## src/rtl/uart_pkg.sv

```systemverilog
// Shared UART definitions: data width and transmit-side FSM state encodings.
// Used by uart_tx_fifo now and intended for the uart and a future uart_rx_fifo.
package uart_pkg;

  localparam int UART_DW = 8;

  typedef enum logic [1:0] {
    ST_IDLE   = 2'd0,
    ST_LAUNCH = 2'd1,
    ST_DRAIN  = 2'd2
  } uart_tx_state_e;

endpackage

```

## src/rtl/uart_fifo_mem.sv

```systemverilog
// DEPTH x UART_DW register array: synchronous write, asynchronous read.
// Contents are not reset; the owning FIFO's pointers/level define validity.
module uart_fifo_mem
  import uart_pkg::*;
#(
  parameter int DEPTH = 16,
  parameter int AW    = 4
) (
  input  logic               i_clk,
  input  logic               i_we,
  input  logic [AW-1:0]      i_waddr,
  input  logic [UART_DW-1:0] i_wdata,
  input  logic [AW-1:0]      i_raddr,
  output logic [UART_DW-1:0] o_rdata
);

  logic [UART_DW-1:0] r_mem [DEPTH];

  // Store the incoming byte at the write address on an accepted write.
  always_ff @(posedge i_clk) begin
    if (i_we) begin
      r_mem[i_waddr] <= i_wdata;
    end
  end

  // Head byte is always presented combinationally at the read address.
  always_comb begin
    o_rdata = r_mem[i_raddr];
  end

endmodule

```

## src/rtl/uart_tx_fifo.sv

```systemverilog
// Byte FIFO feeding the uart tx_en/tx_data/tx_busy handshake.
// Optional sticky overflow flag (ports ovf/ovf_clr) when UART_TX_FIFO_OVF_STICKY_EN
// is defined; without it, writes into a full FIFO are dropped silently.
//
// state     | meaning
// ----------+-------------------------------------------------------------
// ST_IDLE   | tx_en low; pop the head byte when data waits and uart is free
// ST_LAUNCH | tx_en high with tx_data held; wait for uart to raise tx_busy
// ST_DRAIN  | tx_en low; wait for the frame to finish (tx_busy low)
module uart_tx_fifo
  import uart_pkg::*;
#(
  parameter int DEPTH = 16,
  parameter int AW    = 4
) (
  input  logic               sys_clk,
  input  logic               rst_n,
`ifdef UART_TX_FIFO_OVF_STICKY_EN
  output logic               ovf,
  input  logic               ovf_clr,
`endif
  input  logic               wr_en,
  input  logic [UART_DW-1:0] wr_data,
  output logic               full,
  output logic               empty,
  output logic [AW:0]        level,
  output logic               tx_en,
  output logic [UART_DW-1:0] tx_data,
  input  logic               tx_busy
);

  uart_tx_state_e     r_state;
  uart_tx_state_e     w_state_nxt;
  logic [AW-1:0]      r_wr_ptr;
  logic [AW-1:0]      r_rd_ptr;
  logic [AW:0]        r_level;
  logic [AW:0]        w_level_nxt;
  logic               r_full;
  logic               r_empty;
  logic [UART_DW-1:0] r_tx_data;
  logic [UART_DW-1:0] w_mem_rdata;
  logic               w_wr_acc;
  logic               w_pop;
  logic               w_tx_en;

  // A write is accepted only if the FIFO was not full before the edge.
  always_comb begin
    w_wr_acc = wr_en && !r_full;
  end

  uart_fifo_mem #(
    .DEPTH (DEPTH),
    .AW    (AW)
  ) u_mem (
    .i_clk   (sys_clk),
    .i_we    (w_wr_acc),
    .i_waddr (r_wr_ptr),
    .i_wdata (wr_data),
    .i_raddr (r_rd_ptr),
    .o_rdata (w_mem_rdata)
  );

  // FSM state register; async reset drops tx_en immediately, even mid-frame.
  always_ff @(posedge sys_clk or negedge rst_n) begin
    if (!rst_n) begin
      r_state <= ST_IDLE;
    end else begin
      r_state <= w_state_nxt;
    end
  end

  // FSM next-state logic.
  always_comb begin
    w_state_nxt = r_state;
    case (r_state)
      ST_IDLE:   if (w_pop)    w_state_nxt = ST_LAUNCH;
      ST_LAUNCH: if (tx_busy)  w_state_nxt = ST_DRAIN;
      ST_DRAIN:  if (!tx_busy) w_state_nxt = ST_IDLE;
      default:                 w_state_nxt = ST_IDLE;
    endcase
  end

  // FSM outputs: tx_en while launching, pop strobe when idle with data and a free uart.
  always_comb begin
    w_tx_en = 1'b0;
    w_pop   = 1'b0;
    case (r_state)
      ST_IDLE:   w_pop   = !r_empty && !tx_busy;
      ST_LAUNCH: w_tx_en = 1'b1;
      default: begin
        w_tx_en = 1'b0;
        w_pop   = 1'b0;
      end
    endcase
  end

  // Occupancy after this edge; simultaneous accept and pop cancel out.
  always_comb begin
    w_level_nxt = r_level;
    case ({w_wr_acc, w_pop})
      2'b10:   w_level_nxt = r_level + (AW+1)'(1);
      2'b01:   w_level_nxt = r_level - (AW+1)'(1);
      default: w_level_nxt = r_level;
    endcase
  end

  // Pointers, level and flags all move on the same edge; pointers wrap naturally.
  always_ff @(posedge sys_clk or negedge rst_n) begin
    if (!rst_n) begin
      r_wr_ptr <= '0;
      r_rd_ptr <= '0;
      r_level  <= '0;
      r_full   <= 1'b0;
      r_empty  <= 1'b1;
    end else begin
      if (w_wr_acc) r_wr_ptr <= r_wr_ptr + AW'(1);
      if (w_pop)    r_rd_ptr <= r_rd_ptr + AW'(1);
      r_level <= w_level_nxt;
      r_full  <= (w_level_nxt == (AW+1)'(DEPTH));
      r_empty <= (w_level_nxt == '0);
    end
  end

  // tx_data only changes on a pop so the uart sees a stable byte through the frame.
  always_ff @(posedge sys_clk or negedge rst_n) begin
    if (!rst_n) begin
      r_tx_data <= '0;
    end else if (w_pop) begin
      r_tx_data <= w_mem_rdata;
    end
  end

`ifdef UART_TX_FIFO_OVF_STICKY_EN
  logic r_ovf;

  // Sticky overflow: set on a dropped write, which takes priority over clear.
  always_ff @(posedge sys_clk or negedge rst_n) begin
    if (!rst_n) begin
      r_ovf <= 1'b0;
    end else if (wr_en && r_full) begin
      r_ovf <= 1'b1;
    end else if (ovf_clr) begin
      r_ovf <= 1'b0;
    end
  end

  assign ovf = r_ovf;
`endif

  assign full    = r_full;
  assign empty   = r_empty;
  assign level   = r_level;
  assign tx_en   = w_tx_en;
  assign tx_data = r_tx_data;

endmodule

```

## config.mk

```make
export PLATFORM = sky130hd
export DESIGN_NAME = uart_tx_fifo
export DESIGN_NICKNAME = d
export VERILOG_FILES = /design/src/rtl/uart_pkg.sv /design/src/rtl/uart_fifo_mem.sv /design/src/rtl/uart_tx_fifo.sv
export SDC_FILE = /design/constraint.sdc
export NUM_CORES = 1
export LEC_CHECK = 0
export ABC_AREA = 1
export CAP_MARGIN = 30
export CORE_UTILIZATION = 55
export CTS_CLUSTER_DIAMETER = 200
export DETAILED_ROUTE_END_ITERATION = 16
export PLACE_DENSITY = 0.73
export SLEW_MARGIN = 20
export SYNTH_ARGS = -nofsm -noshare
export SYNTH_HDL_FRONTEND = slang
export SYNTH_SLANG_ARGS = --single-unit
```

## constraint.sdc

```tcl
create_clock -name sys_clk -period 2.4 [get_ports sys_clk]
set_input_delay 0.48 -clock sys_clk [delete_from_list [all_inputs] [get_ports sys_clk]]
set_output_delay 0.48 -clock sys_clk [all_outputs]
set_load 0.1 [all_outputs]
```

# Word level (Yosys, flattened, before mapping)
# Memory sizes are Yosys's and may differ from the RTL's. A register that Yosys moved wholly into a read port is not among the register bits.
# Cells that the tools add are included.
# totals
reg_bits,17
ramBits,128
input_bits,12
out_inout_bits,16
word_cells,37
n_memories,1
# mem_list
memory,words,word_bits,rd,rd_clocked_by_memory_dff,write_ports,line,text
u_mem.r_mem,16,8,1,1,1,uart_fifo_mem.sv:17,logic [UART_DW-1:0] r_mem [DEPTH];
# op_classes
add_sub_neg,4
eq_ne,8
mux,9
reduce_logical,9
# op_table
cell,count
$pmux 5 s2,1
$add 4x1->4 const B,2
$mux 2,3
$ne 2x2->1 const B,3
$pmux 2 s3,1
$add 5x1->5 const B,1
$eq 5x5->1 const B,1
$logic_not 5->1,1
$sub 5x1->5 const B,1
$eq 2x1->1 const B,2
$eq 2x2->1 const B,2
$logic_not 1->1,4
$mux 1,4
$reduce_and 3->1,1
$logic_and 1x1->1,2
$logic_not 2->1,1

# Logic depth before layout (Yosys ltp)
# Gate-level depths: netlist of run 1.
# logic_depth
word_depth,6
depth_mapped,18
ltp_nobuf,18

# Cells and area by module
# A second synthesis of run 1 with hierarchy kept.
# hier_totals
hier_cells,683
hier_area_um2,6847.8
# by_module_without_submodules
module,n_inst,cells_each,area_each_um2
uart_fifo_mem,1,543,5606.6
uart_tx_fifo,1,140,1241.2

# Worst setup path before layout of run 1
# No wires, ideal clock.
# synth_path
kind,register -> register
from,"register r_full, in the netlist full"
to,"register r_full, in the netlist full"
arrival_ps,2490
required_ps,2331
slack_ps,-159
stages_incl_launch_ff,14
n_path_buf,0
cell_sequence,dfrtp_1 inv_1 nand2_4 nand3_4 nand2_1 nand2_1 inv_1 ha_1 o21ai_0 inv_1 or2_2 nor2_2 nand3_2 nor2_2
# synth_between
elab_chain_cells,5
word_cells_on_any_way,6
classes_between,eq/ne (3); mux (1); reduce/logical (2)
# synth_lines
item,line,text
from (decl),uart_tx_fifo.sv:38,logic r_full;
from (signal assigned),uart_tx_fifo.sv:119,r_full <= (w_level_nxt == (AW+1)'(DEPTH));
$logic_not 1->1 *,uart_tx_fifo.sv:48,w_wr_acc = wr_en && !r_full;
$logic_and 1x1->1 *,uart_tx_fifo.sv:48,
$eq 2x1->1 / $eq 2x2->1 (equally long branches),uart_tx_fifo.sv:100,"case ({w_wr_acc, w_pop})"
$pmux 5 s2 *,uart_tx_fifo.sv:100,
via w_level_nxt[1],uart_tx_fifo.sv:37,logic [AW:0] w_level_nxt;
$eq 5x5->1 *,uart_tx_fifo.sv:119,
# Mark *: on every way through the listed nets, which the timed path passes. The rest lies on a longest branch.
# A chain may end at the register's enable or synchronous reset.

# Worst setup path in the final report of run 1
# layout_path
from,input port tx_busy
to,"register r_empty, in the netlist empty"
# layout_between
elab_chain_cells,6
word_cells_on_any_way,7
classes_between,eq/ne (2); mux (2); reduce/logical (3)
# layout_lines
item,line,text
from (decl),uart_tx_fifo.sv:29,input logic tx_busy
$logic_not 1->1 *,uart_tx_fifo.sv:88,ST_IDLE: w_pop = !r_empty && !tx_busy;
$logic_and 1x1->1 *,uart_tx_fifo.sv:88,
$mux 1 *,uart_tx_fifo.sv:87,case (r_state)
$eq 2x1->1 / $eq 2x2->1 (equally long branches),uart_tx_fifo.sv:100,
$pmux 5 s2 *,uart_tx_fifo.sv:100,
via w_level_nxt[1],uart_tx_fifo.sv:37,
$logic_not 5->1 *,uart_tx_fifo.sv:120,r_empty <= (w_level_nxt == '0);
to (signal assigned),uart_tx_fifo.sv:120,
to (decl),uart_tx_fifo.sv:39,logic r_empty;
# Marked as above.

==> results of run 1 <==
final cells by class:
| type | instances | area share |
|---|---|---|
| inverter | 31 | 0.0158 |
| timing repair buffer | 65 | 0.0728 |
| clock buffer | 20 | 0.0588 |
| sequential | 153 | 0.603 |
| clock inverter | 12 | 0.0113 |
| multi-input combinational | 296 | 0.215 |
| tap | 140 | 0.0236 |
critical path: stages:
cell             delay, ps
clkdlybuf4s50_1        460
nor2_4                 160
nand4_1                150
nand2_1                 90
inv_1                   50
ha_1                   260
o21ai_0                140
inv_1                   70
or2_2                  280
nor2_2                 120
nand3_2                100
nor2_1                 120
registers in the layout, summed over array words and instances, names as in the netlist:
signal	count
tx_data	8
r_state	2
u_mem.r_mem	128
level	5
r_rd_ptr	4
empty	1
full	1
r_wr_ptr	4
per-stage QoR:
stage	utilization	instance area, um^2	hold WS, ps
3_5_place_dp	0.629	6900	546
2_1_floorplan	-	6310	184
6_report	0.676	7420	428
4_1_cts	0.676	7420	428
5_1_grt	0.676	7420	478
3_3_place_gp	0.629	6900	524
kinds of logic (layout without fill, tap and decap cells):
logic type,count (synthesis),after routing,share of synthesized area
DFF,153,153,0.709
xor gates and xnor gates,8,8,0.0123
buffers and inverters,57,128,0.0379
AOI/OAI and AO/OA,122,122,0.113
adders and majority gates,7,7,0.0139
and+or+nand+nor,159,159,0.113
metal layers:
layer | up-vias | track usage | part of all wire
met5 | - | 0 | 0
met4 | 0 | 0.125 | 0.022
met3 | 19 | 0.0550 | 0.087
met2 | 195 | 0.400 | 0.49
met1 | 2028 | 0.340 | 0.40
li1 | 1946 | - | -
power groups by stage:
| stage | Clock, mW | Combinational [mW] | Sequential (mW) |
|---|---|---|---|
| CTS | 2.39 | 3.88 | 3.57 |
| finish | 2.37 | 3.89 | 3.57 |
| global placement | 0 | 3.76 | 3.60 |
| global route | 2.50 | 4.19 | 3.61 |
| detailed placement | 0 | 3.86 | 3.62 |
| floorplan | 0 | 1.95 | 4.39 |
final timing paths:
path / startpoint / to / slack (ps) / cells past startpoint
min reg2reg: r_state[0] / r_state[1] / 550 / 1
max in group asynchronous: rst_n / empty / 1670 / 2
min in group sys_clk: r_state[0] / r_state[1] / 550 / 1
min: rst_n / level[2] / 430 / 2
max reg2reg: empty / empty / 290 / 12
max: tx_busy / empty / 270 / 12
cells in the mapped netlist (2+ instances only):
cell type  instances  area share
a21oi_1           11      0.0087
a31oi_1            8      0.0079
buf_2             16       0.013
clkbuf_1           7      0.0042
clkbuf_2           3      0.0024
dfrtp_1           24       0.095
edfxtp_1         128        0.61
ha_1               7       0.014
inv_1             28       0.017
nand2_1           33       0.020
nand2_2            2      0.0020
nand2_4            2      0.0036
nand3_1           18       0.014
nand3_4            2      0.0056
nand4_1            4      0.0040
nor2_1            91       0.054
nor2_2             2      0.0020
nor2_4             2      0.0036
o21ai_0           64       0.051
o21ai_1           10      0.0079
o221ai_1          22       0.031
o22ai_1            5      0.0050
xor2_1             6      0.0083
==> metrics.txt, run 1 <==
status completed; period utilization 0.889; initial core utilization 0.574; area of the multi-input gates 1590 um^2; maximum clock path buffer count 2; die width 109 um; crit path time final 2130 ps; post-place setup slack -153 ps; RSZ-0062 raised after global routing no; Comb power frac 0.395; Slew HR 0.536; vias in the first global route 4108; Syn Inst Count 506; clock share of power 0.241; WP data required 2750 ps; vias per inst 5.84; die footprint 11900 um^2; switching power share of the total 0.411; synth unique cells 34; DP HPWL 9040 um; most frequent cells in the layout edfxtp_1 (128), nor2_1 (91), o21ai_0 (64); Post-synth EDFFs 128; initial DRC count 443; Cell Int Power 5.79 mW; CTS resizes 0; setup TNS 0 ps; synthesized flop and latch total 153; crit path capture type flip-flop; antenna cells 0; post-synth net total 525; layout cells sized above 1 0.172; CP Launch Type input port; Storage cell area 4480 um^2; ys async rst share 0.163; worst skew pair latency 430 ps; Routed WL 13800 um; post-synthesis sequential area ratio 0.709; gpl congestion 0.876; Reg power frac 0.364; die height 109 um; most common flop cell mapped by yosys edfxtp_1; Max Slew Vio Count 0; MaxCap Viol Count 0; switching power total 4.03 mW; Finished Layout Cells 717; Routed Antenna Nets 0; Peak VDD IR 1.15 mV; CTS tree yes; number of H-tree levels 4; Fin. Hold Viols 0; yosys warns 0; TritonRoute pass-1 iters 5; first-pass GRT wire length 21500 um; Fmax 468 MHz; Pleak 2.72 nW; total congestion overflow 0; mean routed wirelength per cell 19.2 um; Area growth syn-to-layout 17.8%; DRC 0; Mean Syn Cell Area 12.5 um^2; filler instances 797; Ports 28; critical path class input port to flip-flop; clock slew at reported path FFs 60 ps; Setup Buffers After CTS 0; Inst Count DP 685; routed vias 4188; largest net degree at the start of global routing 72; # hold bufs at CTS 0; initial antenna violation count 0; CTS buffer count 17; CP arrival 2490 ps; Final Skew 10.8 ps; most common cell after layout, fill and taps aside edfxtp_1; core area 11000 um^2; final count of negative-setup-slack endpoints 0; Final nets 583; worst setup margin 265 ps; CTS root buf clkbuf_16; row count 38; Power Total 9.82 mW; PD cells 1320 nW/um^2; port bufs 27; gr usage total 0.255; worst min-delay path category input port to asynchronous set/reset pin; Mapped Area 6300 um^2; Max FO, Critical Path 4; Worst Max-Slew Pin Slew 692 ps; # clock sinks 153
No activity file was read; power rests on OpenSTA's default activity.
==> run 2: changes to the inputs <==
--- a/config.mk
+++ b/config.mk
@@ -5,13 +5,11 @@
 export SDC_FILE = /design/constraint.sdc
 export NUM_CORES = 1
 export LEC_CHECK = 0
-export ABC_AREA = 1
 export CAP_MARGIN = 30
 export CORE_UTILIZATION = 55
 export CTS_CLUSTER_DIAMETER = 200
 export DETAILED_ROUTE_END_ITERATION = 16
-export PLACE_DENSITY = 0.73
-export SLEW_MARGIN = 20
+export PLACE_DENSITY = 0.74
 export SYNTH_ARGS = -nofsm -noshare
 export SYNTH_HDL_FRONTEND = slang
 export SYNTH_SLANG_ARGS = --single-unit
==> run 2 against run 1 <==
  * Maximum frequency decreased by 21%
  * The flow now finishes with violations (negative setup slack)
  * First-iteration DRC count shrank 55%
  * Core utilization increased by 0.65 points
  * Flip-flop and latch count did not move
  * Largest power group is now registers
==> metrics.txt, run 2 <==
Fin. Hold Viols 0 (unchanged); top-count cell post-synth edfxtp_1; Syn Inst Count 334 (-34%); CP arrival 3150 ps (+660 ps); clock slew at reported path FFs 60 ps (about the same); Storage cell area 4480 um^2 (unchanged); crit path time final 2690 ps (+559 ps); Worst Max-Slew Pin Slew 637 ps (-54.9 ps); Max Slew Vio Count 0 (unchanged); R2R depth 12 (unchanged); die footprint 11600 um^2 (-2.9%); ys async rst share 0.163 (unchanged); Synth area leaders edfxtp_1 (63%), mux4_2 (12%), dfrtp_1 (9.8%), mux2i_1 (2.6%), ha_1 (1.4%); area of the multi-input gates 1590 um^2 (-0.39%); layout cells sized above 1 0.320 (+0.149); yosys warns 0 (unchanged); Max stage delay cell, worst path or4_4; switching power share of the total 0.355 (-0.0557); Mean Syn Cell Area 18.3 um^2 (+47%); MaxCap Viol Count 0 (unchanged); antenna cells 0 (unchanged); Peak VDD IR 0.951 mV (-18%); largest net degree at the start of global routing 26 (-64%); Post-synth EDFFs 128 (unchanged); crit path capture type flip-flop; routed vias 3237 (-23%); vias in the first global route 3361 (-18%); Max FO, Critical Path 3 (-1); Final Skew 7.56 ps (-3.22 ps); CTS buffer count 17 (unchanged); # clock sinks 153 (unchanged); CP Launch Type flip-flop; maximum clock path buffer count 2 (unchanged); Final nets 421 (-28%); share of the synthesized area in the top cell type 0.628 (+0.0183); CP cell instances or4_4 -> clkinv_8 -> nand2_4 -> xnor2_2 -> ha_2 -> nor3_2 -> o31ai_2 -> a21oi_2 -> and3b_1 -> or4_4 -> clkinv_2 -> nor2_1; Area after DPL 6810 um^2 (-1.4%); Routed Antenna Nets 0 (unchanged); first-pass GRT wire length 18000 um (-16%); switching power total 3.45 mW (-14%); M3 GR Usage 0.0660 (+0.0110); setup TNS -832 ps (-832 ps); met2 usage 0.376 (-0.0234); Hold Slack 333 ps (-94.8 ps); initial DRC count 201 (-55%); post-synth net total 353 (-33%); initial core utilization 0.565 (-0.00942); most frequent cells in the layout edfxtp_1 (128), buf_4 (55), mux4_2 (32); Comb power frac 0.358 (-0.037); mean routed wirelength per cell 20.9 um (+8.9%); critical path class flip-flop to flip-flop; Fmax 371 MHz (-21%); PD cells 1310 nW/um^2 (-0.71%); Reg power frac 0.377 (+0.013); Routed WL 11600 um (-16%); Pleak 2.65 nW (-2.6%); clock share of power 0.266 (+0.025); status complete, but fails checks; critical path's top delay family simple AND/OR/NAND/NOR gates; synth unique cells 36 (+5.9%); most frequent cells after synthesis edfxtp_1 (128), mux4_2 (32), dfrtp_1 (24), nor2_1 (23), mux2i_1 (16); post-synthesis sequential area ratio 0.731 (+0.0213); Crit Reg-Reg Startpoint r_state[0]; Area growth syn-to-layout 20.9%; global routing's busiest layer met2; gr usage total 0.226 (-0.0298); crit-path max cell delay 590 ps (+130 ps); area leader, netlist edfxtp_1; worst min-delay path category input port to asynchronous set/reset pin; Reg2Reg Capture Point empty; TritonRoute pass-1 iters 5 (unchanged); CTS tree yes; Critical Path Most Common Cell or4_4; Slew HR 0.575 (+0.0394); total congestion overflow 0 (unchanged); DP HPWL 7570 um (-16%); number of H-tree levels 4 (unchanged); Top reg by flops u_mem.r_mem; die width 107 um (-1.4%); # hold bufs at CTS 0 (unchanged); Design Area, Final 7400 um^2 (-0.35%); Mapped Area 6120 um^2 (-2.9%); core area 10800 um^2 (-1.3%); Ports 28 (unchanged); most common cell after layout, fill and taps aside edfxtp_1; final count of negative-setup-slack endpoints 3 (+3); Worst R2R Setup Slack -290 ps (-580 ps); gpl congestion 0.781 (-11%); failing checks negative setup slack; DRC 0 (unchanged); initial antenna violation count 0 (unchanged); filler instances 694 (-13%); worst skew pair latency 520 ps (+90 ps); die height 107 um (-1.4%); port bufs 27 (unchanged); period utilization 1.12 (+0.233); vias per inst 5.83 (-0.15%); synthesized flop and latch total 153 (unchanged); Cell Int Power 6.27 mW (+8.3%); CP Buf/Inv Count 2 (-1); worst setup margin -294 ps (-559 ps); CTS root buf clkbuf_8; most common flop cell mapped by yosys edfxtp_1; WP data required 2850 ps (+100 ps); row count 38 (unchanged); grt met1 use 0.275 (-0.0652); Largest register FFs 128 (unchanged); RSZ-0062 raised after global routing yes
==> run 2: per-stage QoR <==
| step | total power [mW] | worst slack, ps | std cells | util |
|---|---|---|---|---|
| detailed placement | 7.19 | -740 | 522 | 0.628 |
| finish | 9.72 | -294 | 555 | 0.682 |
| global placement | 7.09 | -687 | 522 | 0.628 |
| global route | 10.2 | -411 | 555 | 0.682 |
| floorplan | 6.19 | -399 | 334 | - |
| CTS | 9.80 | -306 | 555 | 0.682 |
==> run 2: how the worst max path moves through the flow <==
stage                     from    end  slack, ps  cells after the start
floorplan                empty   full       -400                     12
global placement       tx_busy  empty       -690                     13
detailed placement     tx_busy  empty       -740                     13
CTS                 r_state[0]   full       -310                     11
global route        r_state[0]  empty       -410                     12
finish              r_state[0]  empty       -290                     12
==> run 2: final cells by class <==
cell class,count,area share
well taps,140,0.0237
clock buffers,23,0.0631
flip-flops and latches,153,0.605
repair buffers,67,0.0734
clock inverters,9,0.0152
multi-input cells,157,0.215
inverters,6,0.00490
==> run 2: power by group through the flow <==
stage | clock network (mW) | registers, mW | logic (mW)
after floorplan | 0 | 4.31 | 1.89
after CTS | 2.62 | 3.66 | 3.51
after global placement | 0 | 3.68 | 3.41
after detailed placement | 0 | 3.71 | 3.48
after global routing | 2.73 | 3.71 | 3.71
final | 2.58 | 3.66 | 3.48
==> run 2: timing repair <==
item | CTS | global route
setup endpoints to repair | 3 | 4
pin swaps | 2 | 0
buffers inserted | 1 | 0
gates resized for setup | 1 | 1
hold endpoints to repair | 0 | 0
==> run 2: per-layer routing <==
metal	up-vias	wire length [um]	part of all wire
li1	1452	-	-
met1	1652	4680	0.40
met2	113	6050	0.52
met3	20	666	0.057
met4	0	233	0.020
met5	-	0	0
==> run 2: kinds of logic (layout without fill, tap and decap cells) <==
group | count (synthesis) | count (layout) | share of synthesized area
muxes | 49 | 49 | 0.146
and+or+nand+nor | 61 | 61 | 0.0507
adders and majority gates | 7 | 7 | 0.0143
xor gates and xnor gates | 11 | 11 | 0.0157
buffers and inverters | 24 | 105 | 0.0153
AOI/OAI and AO/OA | 29 | 29 | 0.0276
DFF | 153 | 153 | 0.731
==> run 2: worst register-to-register path, cell delays in order, from the launching register on <==
cell	delay [ps]
dfrtp_1	390
or4_4	590
clkinv_8	70
nand2_4	50
xnor2_2	140
ha_2	220
nor3_2	50
o31ai_2	210
a21oi_2	100
and3b_1	180
or4_4	530
clkinv_2	60
nor2_1	30
